## src/rtl/beta_sram_ctrl.sv

```systemverilog
// beta_sram_ctrl
// Sequences the beta-metric SRAM of the MAP decoder. A block runs the
// backward recursion (steps N_STEPS-1 down to 0), writing one 8-word
// group per step, then the forward read-out (steps 0 up to N_STEPS-1)
// that feeds the LLR unit. Word group for step k lives at address 8*k;
// the boundary group for step N_STEPS is loaded by the sram_init pulse.
//
// Ports
//   clk, rst         clock, asynchronous active-low reset
//   start, abort     block start (IDLE only), synchronous abort
//   busy, done       activity flag, end-of-block pulse
//   sram_init        SRAM reset pulse (loads boundary metrics)
//   sram_we          1 = write, 0 = read
//   sram_addr        SRAM base address {k,3'b000} or {k+1,3'b000}
//   beta_req/valid   handshake with the beta compute unit
//   llr_req/ready    handshake with the LLR unit
//   step             current trellis step k
//
// state | meaning
// IDLE  | waiting for start, all outputs at reset values
// INIT  | pulse sram_init, k = N_STEPS-1
// BRD   | read beta(k+1) at 8*(k+1)
// BCALC | beta unit computes beta(k), waits for beta_valid
// BWR   | single write of beta(k) at 8*k
// FRD   | read beta(k) at 8*k
// FOUT  | LLR unit consumes beta(k), waits for llr_ready
// DONE  | one-cycle done pulse
module beta_sram_ctrl #(
  parameter int N_STEPS = 8,
  parameter int ADDR_W  = 8,
  parameter int STEP_W  = 4
) (
  input  logic              clk,
  input  logic              rst,
  input  logic              start,
  input  logic              abort,
  output logic              busy,
  output logic              done,
  output logic              sram_init,
  output logic              sram_we,
  output logic [ADDR_W-1:0] sram_addr,
  output logic              beta_req,
  input  logic              beta_valid,
  output logic              llr_req,
  input  logic              llr_ready,
  output logic [STEP_W-1:0] step
);

  typedef enum logic [2:0] {
    S_IDLE, S_INIT, S_BRD, S_BCALC, S_BWR, S_FRD, S_FOUT, S_DONE
  } state_t;

  localparam logic [STEP_W-1:0] K_LAST = STEP_W'(N_STEPS - 1);

  state_t              state_q, state_d;
  logic [STEP_W-1:0]   k_q, k_d;
  logic                busy_q, busy_d;
  logic                done_q, done_d;
  logic                init_q, init_d;
  logic                we_q, we_d;
  logic [ADDR_W-1:0]   addr_q, addr_d;
  logic                breq_q, breq_d;
  logic                lreq_q, lreq_d;
  logic [STEP_W-1:0]   step_q, step_d;
  logic [STEP_W:0]     k_inc;

  // State register; outputs are registered from the next-state decode so
  // they line up with the state they describe.
  always_ff @(posedge clk or negedge rst) begin
    if (!rst) begin
      state_q <= S_IDLE;
      k_q     <= '0;
      busy_q  <= 1'b0;
      done_q  <= 1'b0;
      init_q  <= 1'b0;
      we_q    <= 1'b0;
      addr_q  <= '0;
      breq_q  <= 1'b0;
      lreq_q  <= 1'b0;
      step_q  <= '0;
    end else begin
      state_q <= state_d;
      k_q     <= k_d;
      busy_q  <= busy_d;
      done_q  <= done_d;
      init_q  <= init_d;
      we_q    <= we_d;
      addr_q  <= addr_d;
      breq_q  <= breq_d;
      lreq_q  <= lreq_d;
      step_q  <= step_d;
    end
  end

  // Next state and step index
  always_comb begin
    state_d = state_q;
    k_d     = k_q;
    case (state_q)
      S_IDLE: begin
        if (start) begin
          state_d = S_INIT;
          k_d     = K_LAST;
        end
      end
      S_INIT:  state_d = S_BRD;
      S_BRD:   state_d = S_BCALC;
      S_BCALC: if (beta_valid) state_d = S_BWR;
      S_BWR: begin
        if (k_q == '0) begin
          state_d = S_FRD;
        end else begin
          state_d = S_BRD;
          k_d     = k_q - STEP_W'(1);
        end
      end
      S_FRD:   state_d = S_FOUT;
      S_FOUT: begin
        if (llr_ready) begin
          if (k_q == K_LAST) begin
            state_d = S_DONE;
          end else begin
            state_d = S_FRD;
            k_d     = k_q + STEP_W'(1);
          end
        end
      end
      S_DONE: begin
        state_d = S_IDLE;
        k_d     = '0;
      end
      default: begin
        state_d = S_IDLE;
        k_d     = '0;
      end
    endcase
    // Abort wins over every transition; IDLE restores k to its reset value
    if (abort && (state_q != S_IDLE)) begin
      state_d = S_IDLE;
      k_d     = '0;
    end
  end

  // Output decode from the upcoming state
  always_comb begin
    k_inc  = {1'b0, k_d} + (STEP_W+1)'(1);
    busy_d = (state_d != S_IDLE);
    done_d = (state_d == S_DONE);
    init_d = (state_d == S_INIT);
    we_d   = (state_d == S_BWR);
    breq_d = (state_d == S_BCALC);
    lreq_d = (state_d == S_FOUT);
    step_d = k_d;
    addr_d = '0;
    case (state_d)
      S_BRD, S_BCALC:      addr_d = ADDR_W'({k_inc, 3'b000});
      S_BWR, S_FRD, S_FOUT: addr_d = ADDR_W'({k_d, 3'b000});
      default:             addr_d = '0;
    endcase
  end

  assign busy      = busy_q;
  assign done      = done_q;
  assign sram_init = init_q;
  assign sram_we   = we_q;
  assign sram_addr = addr_q;
  assign beta_req  = breq_q;
  assign llr_req   = lreq_q;
  assign step      = step_q;

endmodule
```

## config.mk

```make
export PLATFORM = sky130hd
export DESIGN_NAME = beta_sram_ctrl
export DESIGN_NICKNAME = d
export VERILOG_FILES = /design/src/rtl/beta_sram_ctrl.sv
export SDC_FILE = /design/constraint.sdc
export NUM_CORES = 1
export LEC_CHECK = 0
export CAP_MARGIN = 20
export CORE_ASPECT_RATIO = 0.5
export CORE_UTILIZATION = 35
export CTS_CLUSTER_DIAMETER = 120
export DETAILED_ROUTE_END_ITERATION = 7
export MAX_ROUTING_LAYER = met4
export PLACE_DENSITY_LB_ADDON = 0.15
export SLEW_MARGIN = 40
export SYNTH_ARGS = -nofsm -noshare
export SYNTH_HDL_FRONTEND = slang
export SYNTH_SLANG_ARGS = --single-unit
```

## constraint.sdc

```tcl
create_clock -name clk -period 2.3 [get_ports clk]
set_input_delay 0.46 -clock clk [delete_from_list [all_inputs] [get_ports clk]]
set_output_delay 0.46 -clock clk [all_outputs]
set_load 0.1 [all_outputs]
```

==> results of run 1 <==
[layout by cell type (no fill, tap or decap), types with 2 or more instances in the layout]
| master | count |
|---|---|
| buf_4 | 45 |
| dfrtp_1 | 13 |
| nor2_1 | 11 |
| a21oi_1 | 9 |
| inv_1 | 7 |
| clkdlybuf4s50_1 | 5 |
| nor3_1 | 4 |
| o21ai_0 | 4 |
| nand2b_1 | 4 |
| nand3_1 | 4 |
| a21o_1 | 3 |
| inv_2 | 3 |
| nor2_2 | 3 |
| nand2_1 | 3 |
| nand4_1 | 3 |
| conb_1 | 3 |
| clkbuf_8 | 3 |
| dfrtp_2 | 3 |
| and2_1 | 2 |
| a211oi_2 | 2 |
| a311o_1 | 2 |
| o221ai_1 | 2 |
| nor4_1 | 2 |
| a22o_1 | 2 |
| and3_1 | 2 |
| o22ai_1 | 2 |
| ha_4 | 2 |
| dfrtp_4 | 2 |
[worst register-to-register path, stage by stage (launching register included)]
cell	delay, ps
dfrtp_4	530
ha_4	180
and3b_1	190
or4b_4	480
o2111a_2	190
nor2_2	150
ha_2	190
inv_2	60
xnor2_2	110
o22ai_1	80
[cell families after synthesis]
family                     count (synthesis)
AOI/OAI and AO/OA                         35
xor gates and xnor gates                   3
adders and majority gates                  3
buffers and inverters                     21
DFF                                       18
muxes                                      2
other                                      1
and+or+nand+nor                           52
[sequential cells by signal (all words and copies together) (netlist names)]
register / flops
beta_req: 1
busy: 1
done: 1
llr_req: 1
sram_addr: 5
sram_init: 1
sram_we: 1
state_q: 3
step: 4
[stage by stage]
step / setup TNS, ps / power (mW) / std cells
final: 0 / 1.93 / 228
after floorplan: -32.2 / 1.26 / 137
after CTS: -30.8 / 1.83 / 224
after detailed placement: -352 / 1.60 / 220
after global routing: -111 / 2.03 / 228
after global placement: -302 / 1.59 / 220
[cell usage after synthesis, types with 4 or more instances]
cell and number:
nor3_1 4, o21ai_0 4, a21oi_1 9, dfrtp_1 18, buf_4 5, buf_2 5, nand2b_1 4, nor2_1 13
inv_1 10, nand3_1 5
[routing by layer]
metal  vias to the layer above  part of all wire (%)  GRT usage, %
met4                         0                     0          6.00
met3                         0                   3.4          2.29
met1                       548                    54          28.6
li1                        571                     -             -
met2                        29                    43          26.2
met5                         -                     0             -
[power by group through the flow]
stage,Clock [mW],Sequential [mW],Combinational (mW)
after detailed placement,0,0.485,1.11
after floorplan,0,0.782,0.475
after global placement,0,0.485,1.11
final,0.220,0.482,1.23
after global routing,0.242,0.493,1.30
after CTS,0.229,0.479,1.12
[worst min-delay path by stage]
stage	start	endpoint	slack, ps	cells past startpoint
floorplan	rst	beta_req	160	0
global placement	rst	sram_addr[7]	840	1
detailed placement	rst	sram_addr[7]	840	1
CTS	rst	sram_addr[5]	560	1
global route	rst	sram_addr[7]	590	1
finish	rst	sram_addr[7]	550	1
[layout make-up]
type                    count  share of cell area [%]
multi-input cells          98                    43.6
clock buffers               4                    2.56
repair buffers             50                    22.0
well taps                  48                    3.41
flip-flops and latches     18                    26.2
inverters                  10                    2.13
[timing repair]
| action | in CTS | in global routing |
|---|---|---|
| resized for setup | 2 | 11 |
| pin swaps | 0 | 7 |
| cloned | 0 | 0 |
| setup buffers | 0 | 4 |
| setup endpoints to repair | 2 | 5 |
| hold endpoints to repair | 0 | 0 |
==> impl_metrics.py, run 1 <==
metrics = {
    "global_routing": {
        "grt-ovfl-total": 0,
        "grt_start_max_net_pins": 17,
        "antenna_found_initial": 0,
        "grt_pass1_vias": 1017,
        "grt_pass1_wl_mm": 5.21,
        "grt_usage_pct": 19.0,
    },
    "final_layout": {
        "multiInputGateArea_um2": 767,
        "final_nets": 190,
        "regArea_um2": 462,
        "synthToLayoutAreaGrowth_pct": 42.6,
        "drive_above_1_share_pct": 43.9,
        "num_antenna_cells": 0,
        "fillCellCount": 300,
        "final_core_util_pct": 55.5,
        "post-route-cell-area_um2": 1760,
    },
    "die": {
        "die_h_um": 44.0,
        "die-area_um2": 3780,
        "die_w_um": 86.0,
        "io_pins": 24,
        "core_um2": 3170,
        "initial_core_util_pct": 38.9,
        "num_rows": 14,
    },
    "placed_design": {
        "dpl_cell_area_um2": 1620,
        "finalWeightedCongestion": 0.837,
        "hpwl_mm": 2.44,
        "post-place-ws_ps": -162,
        "port_buffers": 20,
    },
    "worst_hold_path": {
        "min-delay-path-class": "in -> async",
    },
    "synth": {
        "synth-compound-area-share_pct": 21.0,
        "synth-async-reset-ratio_pct": 100,
        "synth_top_family_by_area": "simple AND/OR/NAND/NOR gates",
        "synth_mux_area_share_pct": 1.72,
        "netlist_area_um2": 1230,
        "yosys_warnings": 0,
        "synthAdderAreaFrac_pct": 3.04,
        "synth-edff-count": 0,
        "synth-main-ff-cell": "dfrtp_1",
        "synth.distinct_cells": 49,
        "synth-xor-area-share_pct": 2.13,
        "synth.top_cell.area_share_pct": 36.5,
        "syn_inst": 135,
        "synth-seq-area-share_pct": 36.5,
        "synth.avg_cell_area_um2": 9.14,
        "ys_ff_latch": 18,
        "synthSimpleGateAreaFrac_pct": 26.9,
        "yosysTopAreaCell": "dfrtp_1",
        "synth_area_leaders": "dfrtp_1 37%, nor2_1 4.0%, a21oi_1 3.7%",
    },
    "power": {
        "p_leak_nw": 0.807,
        "peakVddDrop_mv": 0.558,
        "p_sw_share_pct": 49.6,
        "comb_power_share_pct": 63.6,
        "p_seq_share_pct": 25.0,
        "p_clk_share_pct": 11.4,
        "p_int_mw": 0.973,
        "switchingPower_mw": 0.956,
        "power_density_nw_per_um2": 1100,
    },
    "routing": {
        "dr.pass1.iters": 4,
        "drc_errors": 0,
        "viasPerCell": 5.04,
        "vias": 1148,
        "postRouteAntennaNets": 0,
        "drt_wl_total_mm": 3.40,
        "wire_per_inst_um": 14.9,
        "drtIter0Drc": 94,
    },
    "sta": {
        "hold-worst-slack_ps": 549,
        "setup_slack_ps": 14.7,
        "hold_viol": 0,
        "tightest_slew_ps": 553,
        "slew_violations": 0,
        "rsz0062_at_grt": "yes",
        "finalCritPeriodShare_pct": 99.4,
        "min_period_ps": 2290,
        "fmax_ghz": 0.438,
        "slew_headroom_pct": 63.1,
        "finalSetupViolCount": 0,
        "finClkSkew_ps": 4.58,
    },
    "clock_network": {
        "cts_tree": "yes",
        "cts_buffer_depth": 2,
        "clk_latency_ps": 250,
        "root_buffer": "clkbuf_8",
        "h-tree-depth": 1,
        "numCtsBuffers": 3,
        "cts_sinks": 18,
        "hold_buffers": 0,
        "path_clk_slew_ps": 60,
    },
    "setup_path": {
        "crit_end": "sram_addr[5]",
        "timing.critical_path.buf_inv": 1,
        "r2r_start": "step[0]",
        "crit_fanout": 6,
        "startpoint": "step[0]",
        "crit_type": "reg -> reg",
        "path_depth": 9,
        "cp.arrival_ps": 2400,
        "r2r_cells": 9,
        "slowest_delay_ps": 530,
        "r2r_slack_ps": 10,
        "path_cells": "ha_4 -> and3b_1 -> or4b_4 -> o2111a_2 -> nor2_2 -> ha_2 -> inv_2 -> xnor2_2 -> o22ai_1",
        "critPathCaptureType": "flop",
        "worst_setup_path_start_kind": "flop",
        "required_ps": 2420,
        "cpMaxStageDelayCell": "dfrtp_4",
        "cpLargestDelayFamily": "simple AND/OR/NAND/NOR gates",
        "rr_endpoint": "sram_addr[5]",
    },
    "flow_run": {
        "max_cap_viol_count": 0,
    },
    "outcome": {
        "outcome": "complete, no violations",
    },
}
Power figures use the tool's default switching activity.
==> run 2, diff against run 1 <==
- SETUP_SLACK_MARGIN: unset -> 0.2
==> run 2 against run 1 <==
Sequential cell count unchanged. Combinational power shrank 4%. Highest routed layer is now met4. First-iteration DRC count is 19% lower. Sequential power increased by 1%. Register-to-register slack barely moved. Critical endpoint unchanged. Largest power group unchanged.
==> impl_metrics.py, run 2 (synthesis gave the netlist of run 1 again) <==
metrics = {
    "power": {
        "p_leak_nw": 0.805,
        "power_density_nw_per_um2": 1070,
        "peakVddDrop_mv": 0.565,
    },
    "setup_path": {
        "r2r_cells": 9,
        "crit_type": "reg -> reg",
        "worst_setup_path_start_kind": "flop",
        "required_ps": 2410,
        "critPathCaptureType": "flop",
        "cp.arrival_ps": 2390,
        "crit_fanout": 3,
    },
    "clock_network": {
        "cts_tree": "yes",
        "numCtsBuffers": 3,
        "root_buffer": "clkbuf_8",
        "path_clk_slew_ps": 70,
        "hold_buffers": 0,
        "cts_sinks": 18,
        "h-tree-depth": 1,
        "cts_buffer_depth": 2,
        "clk_latency_ps": 250,
    },
    "final_layout": {
        "layout_commonest_cell": "buf_4",
        "synthToLayoutAreaGrowth_pct": 42.9,
        "largest_register_ffs": 5,
        "final_cell_mix": "42 x buf_4, 14 x dfrtp_1, 11 x nor2_1, 7 x a21oi_1, 6 x inv_1",
        "drive_above_1_share_pct": 44.6,
        "multiInputGateArea_um2": 790,
        "final_nets": 187,
        "fillCellCount": 287,
        "num_antenna_cells": 0,
        "post-route-cell-area_um2": 1760,
        "regArea_um2": 463,
        "final_core_util_pct": 55.6,
    },
    "sta": {
        "tightest_slew_ps": 562,
        "rsz0062_at_grt": "yes",
        "min_period_ps": 2280,
        "fmax_ghz": 0.439,
        "finalSetupViolCount": 0,
        "hold_viol": 0,
        "finalCritPeriodShare_pct": 99.0,
        "setup_slack_ps": 23.1,
        "slew_headroom_pct": 62.5,
        "finClkSkew_ps": 5.59,
        "fin_tns_setup_ps": 0,
        "slew_violations": 0,
    },
    "placed_design": {
        "finalWeightedCongestion": 0.889,
        "port_buffers": 20,
        "post-place-ws_ps": -87.3,
        "hpwl_mm": 2.38,
        "dpl_cell_area_um2": 1610,
    },
    "routing": {
        "viasPerCell": 5.05,
        "top_layer_used": "met4",
        "drtIter0Drc": 76,
        "wl_met3_um": 156,
        "drt_wl_total_mm": 3.38,
        "wire_per_inst_um": 15.0,
        "dr.pass1.iters": 4,
        "dr_wl_met2_mm": 1.42,
        "vias": 1137,
        "postRouteAntennaNets": 0,
        "drc_errors": 0,
        "drt-met1-wl_mm": 1.80,
    },
    "die": {
        "io_pins": 24,
        "die_h_um": 44.0,
        "initial_core_util_pct": 38.9,
        "core_um2": 3170,
        "die-area_um2": 3780,
        "die_w_um": 86.0,
        "num_rows": 14,
    },
    "global_routing": {
        "grt-ovfl-total": 0,
        "grt_pass1_wl_mm": 5.20,
        "grt_pass1_vias": 1058,
        "grt_usage_pct": 18.8,
        "grt_start_max_net_pins": 19,
        "antenna_found_initial": 0,
    },
    "worst_hold_path": {
        "min-delay-path-class": "in -> async",
    },
    "flow_run": {
        "max_cap_viol_count": 0,
    },
    "outcome": {
        "outcome": "complete, no violations",
    },
}
## run 2: layout make-up
cell class,count,share of cell area (%)
Clock buffer,4,2.56
Inverter,10,2.27
Multi-Input combinational cell,98,44.8
Sequential cell,18,26.3
Tap cell,48,3.41
Timing Repair Buffer,47,20.7
## run 2: per-layer routing
layer	up-vias	global-route usage, %
met5	-	-
met4	0	4.33
met3	2	3.24
met2	30	25.2
met1	536	28.7
li1	569	-
## run 2: what timing repair did
action,in CTS,in global routing
setup buffers,2,3
endpoints found under the setup margin,6,8
cloned,0,0
resized for setup,0,16
pin swaps,0,5
## run 2: critical path, cell delays in order, from the launching register on
cell	delay (ps)
dfrtp_4	520
ha_4	170
and3b_1	190
or4b_1	510
o2111a_2	170
nor2_2	110
ha_2	180
inv_2	50
xnor2_2	140
o22ai_1	100
## run 2: path summary, 6_finish.rpt
check	start	to	slack, ps
min in group clk	state_q[0]	state_q[1]	860
max reg2reg	step[0]	sram_addr[5]	20
min	rst	sram_addr[7]	530
max in group asynchronous	rst	step[0]	1550
min reg2reg	state_q[0]	state_q[1]	860
max	step[0]	sram_addr[5]	20
## run 2: report_power, final
group	switching, mW	total [mW]	internal (mW)	leakage (nW)
registers	0.106	0.489	0.384	0.232
clock network	0.0983	0.221	0.123	0.0228
logic	0.747	1.18	0.435	0.549
## run 2: metrics by stage
stage	cells	power (mW)	hold WS, ps
floorplan	137	1.28	164
global placement	216	1.58	809
detailed placement	216	1.58	808
CTS	222	1.83	535
global route	225	2.00	569
finish	225	1.89	530
